## src/rtl/pipe_pkg.sv

```systemverilog
// Shared helpers for the elastic register pipeline.
// Sizing of the occupancy counter lives here so the top and bench agree.
package pipe_pkg;

    // Bits needed to hold an occupancy of 0..depth inclusive.
    function automatic int clog2_cnt(input int depth);
        return $clog2(depth + 1);
    endfunction

endpackage

```

## src/rtl/pipe_stage.sv

```systemverilog
// One elastic pipeline stage: enable-loaded data register plus its valid bit.
// clear wins over load for the valid bit; data only changes on load.
module pipe_stage #(
    parameter int               WIDTH      = 8,
    parameter logic [WIDTH-1:0] RESET_DATA = '0
) (
    input  logic             clk,
    input  logic             reset,
    input  logic             load,
    input  logic             clear,
    input  logic [WIDTH-1:0] d,
    output logic [WIDTH-1:0] q,
    output logic             valid
);

    always_ff @(posedge clk or posedge reset) begin
        if (reset) begin
            q     <= RESET_DATA;
            valid <= 1'b0;
        end else begin
            if (load) begin
                q <= d;
            end
            if (clear) begin
                valid <= 1'b0;
            end else if (load) begin
                valid <= 1'b1;
            end
        end
    end

endmodule

```

## src/rtl/pipe_reg_chain.sv

```systemverilog
// Elastic DEPTH-stage register pipeline with valid/ready backpressure,
// bubble collapse, synchronous flush and a registered occupancy count.
module pipe_reg_chain
    import pipe_pkg::*;
#(
    parameter int               WIDTH      = 8,
    parameter int               DEPTH      = 3,
    parameter logic [WIDTH-1:0] RESET_DATA = '0
) (
    input  logic                          clk,
    input  logic                          reset,
    input  logic                          flush,
    input  logic                          in_valid,
    input  logic [WIDTH-1:0]              in_data,
    output logic                          in_ready,
    output logic                          out_valid,
    output logic [WIDTH-1:0]              out_data,
    input  logic                          out_ready,
    output logic [clog2_cnt(DEPTH)-1:0]   count
);

    localparam int CW = clog2_cnt(DEPTH);

    logic [DEPTH-1:0] valid;
    logic [DEPTH-1:0] ready;
    logic [DEPTH-1:0] adv;
    logic [DEPTH-1:0] load;
    logic [DEPTH-1:0] clear;
    logic [WIDTH-1:0] q [DEPTH];
    logic             in_hs;
    logic             out_hs;

    // A stage is ready if the next one is empty or is itself moving on.
    always_comb begin
        ready            = '0;
        ready[DEPTH-1]   = out_ready;
        for (int i = DEPTH - 2; i >= 0; i--) begin
            ready[i] = !valid[i+1] || ready[i+1];
        end
    end

    assign adv      = valid & ready;
    assign in_ready = !reset && (!valid[0] || ready[0]) && !flush;
    assign in_hs    = in_valid && in_ready;
    assign out_hs   = valid[DEPTH-1] && out_ready;

    // Loads are suppressed on flush so every data register holds its value.
    always_comb begin
        load    = '0;
        clear   = '0;
        load[0] = in_hs;
        for (int i = 1; i < DEPTH; i++) begin
            load[i] = adv[i-1] && !flush;
        end
        for (int i = 0; i < DEPTH; i++) begin
            clear[i] = flush || (adv[i] && !load[i]);
        end
    end

    for (genvar g = 0; g < DEPTH; g++) begin : g_stage
        logic [WIDTH-1:0] d;
        if (g == 0) begin : g_first
            assign d = in_data;
        end else begin : g_next
            assign d = q[g-1];
        end
        pipe_stage #(
            .WIDTH      (WIDTH),
            .RESET_DATA (RESET_DATA)
        ) u_stage (
            .clk   (clk),
            .reset (reset),
            .load  (load[g]),
            .clear (clear[g]),
            .d     (d),
            .q     (q[g]),
            .valid (valid[g])
        );
    end

    always_ff @(posedge clk or posedge reset) begin
        if (reset) begin
            count <= '0;
        end else if (flush) begin
            count <= '0;
        end else if (in_hs && !out_hs) begin
            count <= count + CW'(1);
        end else if (!in_hs && out_hs) begin
            count <= count - CW'(1);
        end
    end

    assign out_valid = valid[DEPTH-1];
    assign out_data  = q[DEPTH-1];

    a_count_matches_valid : assert property (@(posedge clk) disable iff (reset)
        count == CW'($countones(valid)));

    a_out_stable_on_stall : assert property (@(posedge clk) disable iff (reset)
        (out_valid && !out_ready && !flush) |=> (out_valid && $stable(out_data)));

endmodule

```

## config.mk

```make
export PLATFORM = sky130hd
export DESIGN_NAME = pipe_reg_chain
export DESIGN_NICKNAME = d
export VERILOG_FILES = /design/src/rtl/pipe_pkg.sv /design/src/rtl/pipe_stage.sv /design/src/rtl/pipe_reg_chain.sv
export SDC_FILE = /design/constraint.sdc
export NUM_CORES = 1
export LEC_CHECK = 0
export CORE_MARGIN = 10
export CORE_UTILIZATION = 44
export DETAILED_ROUTE_END_ITERATION = 8
export PLACE_DENSITY = 0.72
export SETUP_SLACK_MARGIN = 0.15
export SLEW_MARGIN = 20
export SYNTH_ARGS = -nofsm -noshare
export SYNTH_HDL_FRONTEND = slang
export SYNTH_SLANG_ARGS = --single-unit
```

## constraint.sdc

```tcl
create_clock -name clk -period 1.6 [get_ports clk]
set_clock_uncertainty 0.1 [all_clocks]
set_input_delay 0.24 -clock clk [delete_from_list [all_inputs] [get_ports clk]]
set_output_delay 0.24 -clock clk [all_outputs]
set_load 0.05 [all_outputs]
```

; Word level (Yosys, flattened, before mapping)
; Index checks and enable logic that the tools add are counted.
[totals]
memories = 0
in_bits = 13
out_inout_bits = 12
romBits = 0
latch_bits = 0
reg_bits = 29
wordCells = 49
ram_bits = 0
[classes]
div_mod_pow = 0
n_mux = 9
reduce_logical = 30
mul = 0
n_eq_ne = 0
add_sub_neg = 2
bitwise = 1
order_cmp = 0
shifts = 0
[ops]
columns = op, n
row1 = $logic_and A1 B1 Y1, 11
row2 = $logic_not A1 Y1, 9
row3 = $logic_or A1 B1 Y1, 6
row4 = $mux W1, 6
row5 = $mux W2, 3
row6 = $reduce_bool A2 Y1, 3
row7 = $and A3 B3 Y3, 1
row8 = $reduce_bool A3 Y1, 1
row9 = $add A2 B1 Y2 const B, 1
row10 = $sub A2 B1 Y2 const B, 1

; Logic depth before layout (Yosys ltp)
; Gate-level depths: netlist of run 1.
[depth]
ltp_word = 12
mapped_depth = 5
ltp_nobuf = 4

; Modules after synthesis
; A second synthesis of run 1 with hierarchy kept.
[unflattened]
hier_cells = 94
area_unflattened_um2 = 1375.1
[modules_own_cells]
columns = module, cells_each, seq_area_each_um2, area_per_inst_um2, n_inst
row1 = pipe_stage, 20, 225.2, 370.4, 3
row2 = pipe_reg_chain, 34, 50.0, 264.0, 1

; Worst setup path after synthesis of run 1
; OpenSTA, ideal clock, no wires.
[synth_path]
path_type = register -> output
startpoint = reg g_stage[2].u_stage.valid
endpoint = out in_ready
required_ns = 1.260
setup_slack_ns = -0.676
path_stages_with_launch = 3
arrival_time_ns = 1.936
path_cell_list = dfrtp_1 > nand4b_1 > nor3b_1
[synth_between]
elab_chain_cells = 6
[synth_rtl]
columns = element, line_no
row1 = from (decl), pipe_stage.sv:13  ; output logic valid
row2 = from (signal assigned), pipe_stage.sv:19  ; valid <= 1'b0;
row3 = from (signal assigned), pipe_stage.sv:25  ; valid <= 1'b0;
row4 = from (signal assigned), pipe_stage.sv:27  ; valid <= 1'b1;
row5 = $logic_not A1 Y1, pipe_reg_chain.sv:38  ; ready[i] = !valid[i+1] || ready[i+1];
row6 = $logic_or A1 B1 Y1 (2 in series), pipe_reg_chain.sv:38
row7 = $logic_or A1 B1 Y1, pipe_reg_chain.sv:43  ; assign in_ready = !reset && (!valid[0] || ready[0]) && !flush;
row8 = $logic_and A1 B1 Y1 (2 in series), pipe_reg_chain.sv:43
row9 = to (decl), pipe_reg_chain.sv:15  ; output logic in_ready,
; Every way passes these cells.

; Worst setup path after layout of run 1
[layout_path]
startpoint = reg g_stage[1].u_stage.valid
endpoint = out in_ready
[layout_between]
elab_chain_cells = 5
[layout_rtl]
columns = element, line_no
row1 = from (decl), pipe_stage.sv:13
row2 = from (signal assigned), pipe_stage.sv:19
row3 = from (signal assigned), pipe_stage.sv:25
row4 = from (signal assigned), pipe_stage.sv:27
row5 = $logic_not A1 Y1, pipe_reg_chain.sv:38
row6 = $logic_or A1 B1 Y1, pipe_reg_chain.sv:38
row7 = $logic_or A1 B1 Y1, pipe_reg_chain.sv:43
row8 = $logic_and A1 B1 Y1 (2 in series), pipe_reg_chain.sv:43
; Every way passes these cells.

==> results of run 1 <==
[sequential cells by signal (all words and copies together), names as in the netlist]
register and count:
count 2, g_stage.u_stage.valid 3, g_stage.u_stage.q 24
[worst max path at each step]
| stage | start | to | slack [ns] | cells after the start |
|---|---|---|---|---|
| floorplan | g_stage[2].u_stage.valid$_DFFE_PP0P_ | count[1]$_DFFE_PP0P_ | -0.26 | 5 |
| global placement | out_ready | count[1]$_DFFE_PP0P_ | -0.36 | 5 |
| detailed placement | out_ready | count[1]$_DFFE_PP0P_ | -0.41 | 5 |
| CTS | g_stage[1].u_stage.valid$_DFFE_PP0P_ | in_ready | -0.11 | 4 |
| global route | g_stage[2].u_stage.valid$_DFFE_PP0P_ | in_ready | -0.17 | 4 |
| finish | g_stage[1].u_stage.valid$_DFFE_PP0P_ | in_ready | -0.11 | 4 |
[stage by stage]
step	hold WS, ns	utilization, %	TNS [ns]	cells
after global routing	0.3514	67.47	-1.842	154
after detailed placement	0.3697	63.56	-8.924	146
after CTS	0.3074	67.47	-1.246	154
after global placement	0.3610	63.56	-7.659	146
final	0.3106	67.47	-0.8490	154
after floorplan	0.2180	-	-2.504	80
[cells by family after synthesis]
kind of cell / share of synthesized area (%)
DFF: 62.43
xor gates and xnor gates: 1.507
AOI/OAI and AO/OA: 0.8612
and+or+nand+nor: 8.290
muxes: 25.08
buffers and inverters: 1.830
[worst min-delay path: stages]
cell and delay (ns):
clkdlybuf4s50_1 0.41, buf_4 0.15, inv_1 0.09, buf_12 0.20
[layout make-up]
| cell class | instances | area (um2) |
|---|---|---|
| tap | 30 | 37.54 |
| timing repair buffer | 39 | 400.4 |
| clock inverter | 1 | 30.03 |
| multi-input combinational | 47 | 432.9 |
| sequential | 29 | 726.9 |
| inverter | 1 | 3.754 |
| clock buffer | 7 | 55.05 |
| fill | 185 | 813.3 |
[synthesized netlist by cell type, drive strengths merged, types with 2 or more instances]
cell,instances
a21oi,2
buf,3
dfrtp,29
mux2,25
nand2,2
nor2,6
nor2b,2
or3b,2
[power breakdown]
group | internal (mW) | switching (mW)
clock network | 0.373 | 0.243
registers | 0.916 | 0.0998
logic | 0.302 | 0.398
[routing by layer]
layer / track usage [%] / up-vias / share of wire (%)
met5: 0 / - / 0
met4: 4.516 / 0 / 1.2
met3: 3.719 / 5 / 5.5
met2: 16.86 / 18 / 51
met1: 10.98 / 387 / 42
li1: - / 359 / -
[cell usage in the layout (no fill, tap or decap), types with 2 or more instances in the layout]
cell type and instances:
or3b_1 2, clkdlybuf4s50_1 11, buf_4 20, mux2_1 16, a21oi_1 2, mux2_2 8, buf_12 6, dfrtp_1 28
nand2_1 2, clkbuf_4 5, nor2_1 6
[timing repair]
action / in CTS / in global routing
hold buffers: 0 / 0
cloned: 0 / 0
endpoints found under the setup margin: 27 / 27
pin swaps: 2 / 1
resized for setup: 4 / 0
==> results.md, run 1 <==
- Clk Tree Root Cell: clkbuf_4
- Synthesized area per cell: 14.53 um2
- Maximum number of pins on one net before global-route repair: 30
- Slowest stage delay, CP: 0.40 ns
- DR pass1 iterations: 4
- Clock Path Buffers: 2
- Syn_nets: 93
- Number of remaining DRC errors: 0
- Hold Path Class: in2async
- Die Width: 71.40 um
- Failing checks: setup timing
- Grt ovf: 0
- Post-DP HPWL: 1783 um
- Arrival time at the worst endpoint: 1.37 ns
- Die footprint: 5097 um2
- Slew HR: 85.48%
- Total track usage: 10.03%
- Die extent in y: 71.40 um
- Critical-path cell list: nand4b_1, buf_4, nor3b_4, buf_12
- Sequential-to-total area share from yosys stat: 62.43%
- Yosys cell types: 19
- Post-synth top area share: 62.43%
- EDFF count, synth: 0
- First-pass GRT wire length: 4084 um
- Unrepaired setup endpoints after global routing: true
- Number of cell rows: 18
- IO Pins: 25
- WL/cell: 15.60 um
- Area leader, netlist: dfrtp_1
- Initial antenna violation count: 0
- Cells after Synth: 80
- GPL Wtd Cong: 0.7841
- Hold Fails Final Rpt: 0
- Req. time, crit path: 1.26 ns
- Synth Flop Type: dfrtp_1
- Clock period minus worst slack: 1.710 ns
- Pre-CTS WS: -0.4053 ns
- Fmax: 0.5849 GHz
- Placed inst area: 1589 um2
- Fin nets: 136
- Port Buffer Count: 24
- Flop and latch count out of synthesis: 29
- Final Slew Violations: 0
- Drt via density: 4.994
- R2R depth: 4
- Worst skew pair latency: 0.32 ns
- Setup bufs post-CTS: 0
- Design area: 1687 um2
- Syn. warnings: 0
- Core area: 2500 um2
- Crit path kind: reg2out
- CTS clock-pin slew for the worst setup and hold paths: 0.09 ns
- Mapped Area: 1162 um2
- R2r startpoint: g_stage[1].u_stage.valid$_DFFE_PP0P_
- Max_cap viols: 0
- Iter 0 DRT Violations: 29
- Via Count: 769
- CP max-delay cell: dfrtp_1
- PwrDens: 1383 nW/um2
- Final WL: 2403 um
- Final ANT Viol Nets: 0
- Sinks on Clock Net: 29
- P_leak: 0.7934 nW
- Reg2reg end: count[1]$_DFFE_PP0P_
- Worst Tran Pin Value: 0.2179 ns
- Startpoint Class: flip-flop
- Tot Pwr: 2.332 mW
- R2R Setup Slk: -0.08 ns
- Largest delay share family, worst path: flip-flops
- Share of layout cells above drive strength 1: 37.10%
- Asr flop ratio synth: 100.0%
- CTS tree: done
- Final Cycle Share: 106.9%
- Setup-failing EPs final: 18
- Layout overhead on the synthesized area: 45.10%
- TritonCTS buffer count: 5
- Peak VDD IR: 1.050 mV
- H-tree Lvls: 2
- Final worst setup slack: -0.1096 ns
- Diode count: 0
- Number of global-route vias before repair: 872
- CP endpoint kind: output pin
- Status: finished, violations left
- Maximum fanout along the worst path: 2
- Top post-synthesis cells by area: dfrtp_1 62%, mux2_1 16%, mux2_2 7.8%
- Initial core utilization: 46.50%
- Worst path bufs/invs: 2
Power figures use the tool's default switching activity.
==> run 2: changes to the inputs <==
CORE_UTILIZATION = 30   (was 44)
CTS_BUF_LIST = sky130_fd_sc_hd__clkbuf_16   (was default)
PLACE_DENSITY = 0.53   (was 0.72)
==> results.md, run 2 (synthesized netlist as in run 1, its figures left out) <==
- Worst path bufs/invs: 0 (-2)
- Most flops, register: g_stage.u_stage.q
- P_leak: 0.8607 nW (+8.5%)
- Sinks on Clock Net: 29 (unchanged)
- Comb power frac: 28.7% (-1.3 points)
- Number of global-route vias before repair: 812 (-6.9%)
- Hold Fails Final Rpt: 0 (unchanged)
- Via Count: 734 (-4.6%)
- Unrepaired setup endpoints after global routing: true
- TritonCTS buffer count: 5 (unchanged)
- Number of cell rows: 22 (+4)
- Layout overhead on the synthesized area: 56.84%
- Crit path kind: reg2reg
- Max_cap viols: 0 (unchanged)
- Arrival time at the worst endpoint: 1.73 ns (+0.36 ns)
- Clock Path Buffers: 2 (unchanged)
- Die extent in y: 82.25 um (+15%)
- WL/cell: 13.97 um (-10%)
- Total track usage: 7.663% (-2.4 points)
- CP endpoint kind: flip-flop
- Commonest non-fill, non-tap cell in the layout: dfrtp_1
- Iter 0 DRT Violations: 12 (-59%)
- Metal3 WL: 264 um (+98%)
- GPL Wtd Cong: 0.7589 (-3.2%)
- Slowest stage delay, CP: 0.42 ns (+0.02 ns)
- Tot Pwr: 2.627 mW (+13%)
- Final Cycle Share: 105.1% (-1.8 points)
- Die footprint: 6764 um2 (+33%)
- Drt via density: 4.243 (-15%)
- Met1 WL: 1049 um (+3.9%)
- Critical-path cell list: nand4b_1, or3b_4, mux2i_1, mux2_1
- Seq pwr share: 39.0% (-4.6 points)
- Top flop regs: g_stage.u_stage.q (24), g_stage.u_stage.valid (3), count (2)
- Worst skew pair latency: 0.27 ns (-0.05 ns)
- Peak VDD IR: 0.4294 mV (-59%)
- Status: finished, violations left
- Placed Cells: 162 (+11%)
- H-tree Lvls: 2 (unchanged)
- Failing checks: setup timing
- Fin nets: 137 (+0.74%)
- IO Pins: 25 (unchanged)
- Placed inst area: 1609 um2 (+1.3%)
- Critical path depth: 4 (unchanged)
- Clock share of power: 32.3% (+5.9 points)
- First-pass GRT wire length: 3822 um (-6.4%)
- Share of layout cells above drive strength 1: 43.20% (+6.1 points)
- Core area: 3716 um2 (+49%)
- Post-DP HPWL: 1746 um (-2.1%)
- Diode count: 0 (unchanged)
- Post-Layout Cell Count: 173 (+12%)
- Max FFs per register: 24 (unchanged)
- Switching Share: 30.02% (-1.8 points)
- Req. time, crit path: 1.65 ns (+0.39 ns)
- CTS clock-pin slew for the worst setup and hold paths: 0.05 ns (-0.04 ns)
- Worst Hold Depth: 3
- PwrDens: 1441 nW/um2 (+4.2%)
- R2R depth: 4 (unchanged)
- Final worst setup slack: -0.08161 ns (+0.02801 ns)
- Setup-failing EPs final: 18 (unchanged)
- CP max-delay cell: or3b_4
- Setup TNS: -0.6049 ns (+0.2441 ns)
- Worst Tran Pin Value: 0.2558 ns (+0.03795 ns)
- Commonest cells after routing, fill and taps aside: 28 x dfrtp_1, 19 x buf_4, 13 x mux2_1
- Hold Path Class: in2reg
- Number of remaining DRC errors: 0 (unchanged)
- Port Buffer Count: 24 (unchanged)
- Cell-internal power: 1.838 mW (+16%)
- Die Width: 82.25 um (+15%)
- Initial core utilization: 31.28% (-15 points)
- Startpoint Class: flip-flop
- Initial antenna violation count: 0 (unchanged)
- DR pass1 iterations: 4 (unchanged)
- Fmax: 0.5947 GHz (+1.7%)
- Maximum fanout along the worst path: 3 (+1)
- Top routing layer in use: met4
- Grt ovf: 0 (unchanged)
- Clk Tree Root Cell: clkbuf_16
- Maximum number of pins on one net before global-route repair: 17 (-43%)
- Final WL: 2417 um (+0.58%)
- Design area: 1823 um2 (+8.1%)
- CTS tree: done
- Largest delay share family, worst path: simple AND/OR/NAND/NOR gates
- P_sw: 0.7885 mW (+6.4%)
- Metal2 WL: 1078 um (-12%)
- Slew HR: 82.95% (-2.5 points)
- Final ANT Viol Nets: 0 (unchanged)
- Final Slew Violations: 0 (unchanged)
- Clock period minus worst slack: 1.682 ns (-0.02801 ns)
[run 2: cell types whose count changed in the layout (fill, tap and decap cells not counted), moves of 2 or more]
cell | before | now
clkbuf_16 | 0 | 5
clkbuf_4 | 5 | 0
clkinv_2 | 0 | 2
mux2_1 | 16 | 13
mux2_4 | 1 | 4
[run 2: path summary, 6_finish.rpt]
path / start / end / slack [ns]
worst max-delay path: g_stage[2].u_stage.valid$_DFFE_PP0P_ / count[1]$_DFFE_PP0P_ / -0.08
worst min-delay path: out_ready / g_stage[0].u_stage.valid$_DFFE_PP0P_ / 0.35
worst max register to register: g_stage[2].u_stage.valid$_DFFE_PP0P_ / count[1]$_DFFE_PP0P_ / -0.08
worst min register to register: g_stage[1].u_stage.q[0]$_DFFE_PP0P_ / g_stage[2].u_stage.q[0]$_DFFE_PP0N_ / 0.37
max in group asynchronous: reset / g_stage[1].u_stage.q[0]$_DFFE_PP0P_ / 0.85
min in group asynchronous: reset / g_stage[0].u_stage.valid$_DFFE_PP0P_ / 0.36
[run 2: layer usage]
metal / vias up / global-route usage, %
met2: 25 / 10.96
met1: 344 / 8.852
met3: 5 / 5.076
met5: - / 0
met4: 0 / 3.061
li1: 360 / -
[run 2: area by class of cell]
class	count	area [um2]
flip-flops and latches	29	726.9
repair buffers	40	424.2
clock inverters	3	13.76
well taps	48	60.06
fillers	341	1893
inverters	1	3.754
clock buffers	5	125.1
multi-input cells	47	469.2
[run 2: what timing repair did]
item | 4_1_cts | 5_1_grt
pin swaps | 1 | 1
buffers inserted | 1 | 2
hold buffers | 0 | 0
resized for setup | 10 | 2
endpoints found under the setup margin | 27 | 27
hold endpoints to repair | 0 | 0
[run 2: stage by stage]
step	setup WS (ns)	hold slack (ns)	util, %
after detailed placement	-0.4264	0.3717	43.30
after global placement	-0.3865	0.3652	43.30
after CTS	-0.08390	0.3325	48.28
final	-0.08161	0.3529	49.06
after global routing	-0.1455	0.3805	49.06
after floorplan	-0.2624	0.2180	-
[run 2: power by group through the flow]
stage,combinational (mW),clock (mW),sequential [mW]
after floorplan,0.177,0,1.27
after global placement,0.729,0,1.03
after detailed placement,0.737,0,1.04
after CTS,0.764,0.871,1.03
after global routing,0.797,0.897,1.05
final,0.755,0.848,1.02
[run 2: worst register-to-register path, cell delays in order, from the launching register on]
cell and delay [ns]:
dfrtp_2 0.41, nand4b_1 0.13, or3b_4 0.42, mux2i_1 0.18
mux2_1 0.33
==> run 3: changes to the inputs <==
SETUP_SLACK_MARGIN = 0.2   (was 0.15)
TNS_END_PERCENT = 20   (was default)
==> results.md, run 3 (synthesized netlist as in run 1, its figures left out) <==
- First-pass GRT wire length: 4160 um (+8.8%)
- Fin nets: 137 (unchanged)
- Die footprint: 6764 um2 (unchanged)
- Number of cell rows: 22 (unchanged)
- Initial antenna violation count: 0 (unchanged)
- Final worst setup slack: -0.07032 ns (+0.01129 ns)
- Final Slew Violations: 0 (unchanged)
- Final Cycle Share: 104.4% (-0.71 points)
- Peak VDD IR: 0.4373 mV (+1.8%)
- Initial core utilization: 31.28% (unchanged)
- Number of remaining DRC errors: 0 (unchanged)
- H-tree Lvls: 2 (unchanged)
- Hold Fails Final Rpt: 0 (unchanged)
- Crit path kind: reg2reg
- R2r startpoint: g_stage[2].u_stage.valid$_DFFE_PP0P_
- Total track usage: 8.274% (+0.61 points)
- Die extent in y: 82.25 um (unchanged)
- Final ANT Viol Nets: 0 (unchanged)
- Sinks on Clock Net: 29 (unchanged)
- Commonest non-fill, non-tap cell in the layout: dfrtp_1
- Finished Core Util: 49.63% (+0.57 points)
- Clk Tree Root Cell: clkbuf_16
- P_leak: 0.8641 nW (+0.40%)
- Startpoint Class: flip-flop
- Number of global-route vias before repair: 880 (+8.4%)
- Max_cap viols: 0 (unchanged)
- Drt via density: 4.480 (+5.6%)
- Layout overhead on the synthesized area: 58.67%
- Status: finished, violations left
- R2R depth: 4 (unchanged)
- Worst skew pair latency: 0.27 ns (about the same)
- Grt ovf: 0 (unchanged)
- Hold Path Class: in2reg
- Reg2reg end: count[1]$_DFFE_PP0P_
- Commonest cells after routing, fill and taps aside: 28 x dfrtp_1, 16 x buf_4, 13 x mux2_1
- Clock Path Buffers: 2 (unchanged)
- Diode count: 0 (unchanged)
- CTS tree: done
- Max FFs per register: 24 (unchanged)
- Hold Crit Start: flush
- Pre-CTS WS: -0.4152 ns (+0.01123 ns)
- Setup-failing EPs final: 18 (unchanged)
- Tot Pwr: 2.633 mW (+0.24%)
- WL/cell: 13.91 um (-0.41%)
- Slew HR: 83.72% (+0.78 points)
- R2R Setup Slk: -0.07 ns (about the same)
- Unrepaired setup endpoints after global routing: true
- PwrDens: 1428 nW/um2 (-0.92%)
- Arrival time at the worst endpoint: 1.72 ns (about the same)
- GPL Wtd Cong: 0.7264 (-4.3%)
- Clock period minus worst slack: 1.670 ns (-0.01129 ns)
- Req. time, crit path: 1.65 ns (about the same)
- Final WL: 2407 um (-0.41%)
- Failing checks: setup timing
- Fmax: 0.5987 GHz (+0.68%)
- IO Pins: 25 (unchanged)
- Worst Hold Depth: 3 (unchanged)
- Post-DP HPWL: 1745 um (about the same)
- Worst Tran Pin Value: 0.2441 ns (-0.01167 ns)
- Maximum fanout along the worst path: 3 (unchanged)
- TritonCTS buffer count: 5 (unchanged)
- CP endpoint kind: flip-flop
- Via Count: 775 (+5.6%)
- CTS clock-pin slew for the worst setup and hold paths: 0.05 ns (about the same)
- Maximum number of pins on one net before global-route repair: 30 (+13)
- DR pass1 iterations: 3 (-1)
- Top flop regs: g_stage.u_stage.q (24), g_stage.u_stage.valid (3), count (2)
- Share of layout cells above drive strength 1: 42.40% (-0.80 points)
- Hold EP: count[0]$_DFFE_PP0P_
- Die Width: 82.25 um (unchanged)
- Core area: 3716 um2 (unchanged)
- Most flops, register: g_stage.u_stage.q
- Iter 0 DRT Violations: 20 (+8)
- Port Buffer Count: 24 (unchanged)
==> run 3: cell count changes in the layout (fill, tap and decap cells not counted) <==
cell / delta
buf_12: +2
buf_4: -3
buf_6: +1
clkdlybuf4s50_1: -1
clkinv_1: +2
clkinv_2: -1
dlygate4sd2_1: +1
inv_1: -1
nand2_1: -1
nand2_2: +1
xnor2_1: +1
xnor2_2: -1
==> run 3: worst max-delay path by stage <==
stage	startpoint	endpoint	slack, ns	depth (start not counted)
after floorplan	g_stage[2].u_stage.valid$_DFFE_PP0P_	count[1]$_DFFE_PP0P_	-0.26	5
after global placement	out_ready	count[1]$_DFFE_PP0P_	-0.36	5
after detailed placement	out_ready	count[1]$_DFFE_PP0P_	-0.42	5
after CTS	g_stage[2].u_stage.valid$_DFFE_PP0P_	count[1]$_DFFE_PP0P_	-0.06	4
after global routing	g_stage[2].u_stage.valid$_DFFE_PP0P_	count[1]$_DFFE_PP0P_	-0.15	4
final	g_stage[2].u_stage.valid$_DFFE_PP0P_	count[1]$_DFFE_PP0P_	-0.07	4
==> run 3: per-stage QoR <==
step	instances	hold WS, ns	TNS [ns]	instance area [um2]
after global routing	173	0.3837	-1.561	1844
after CTS	172	0.3534	-0.6447	1808
after global placement	162	0.3623	-7.987	1634
after floorplan	80	0.2180	-2.504	1175
final	173	0.3587	-0.5836	1844
after detailed placement	162	0.3658	-8.991	1634
==> run 3: timing repair <==
action / 4_1_cts / 5_1_grt
hold buffers: 0 / 0
setup buffers: 2 / 1
gates resized for setup: 7 / 7
pin swaps: 1 / 0
endpoints found under the setup margin: 27 / 28
hold endpoints to repair: 0 / 0
==> run 3: final cells by class <==
class                   instances  area, um2
multi-input cells              47      464.2
clock inverters                 3      12.51
fillers                       332       1872
clock buffers                   5      125.1
repair buffers                 40      451.7
well taps                      48      60.06
flip-flops and latches         29      726.9
inverters                       1      3.754
==> run 3: critical path, stage by stage (launching register included) <==
cell and delay (ns):
dfrtp_2 0.42, nand4b_1 0.11, or3b_4 0.41, mux2i_1 0.17
mux2_1 0.33
==> run 3: power breakdown <==
part | internal (mW) | switching, mW
combinational | 0.360 | 0.398
clock | 0.559 | 0.295
sequential | 0.920 | 0.101
==> run 3: layer usage <==
layer	track usage [%]	share of wire [%]	vias to the layer above
met2	12.52	46	21
met5	0	0	-
met1	9.138	44	390
met3	4.752	8.1	4
li1	-	-	360
met4	4.082	1.0	0
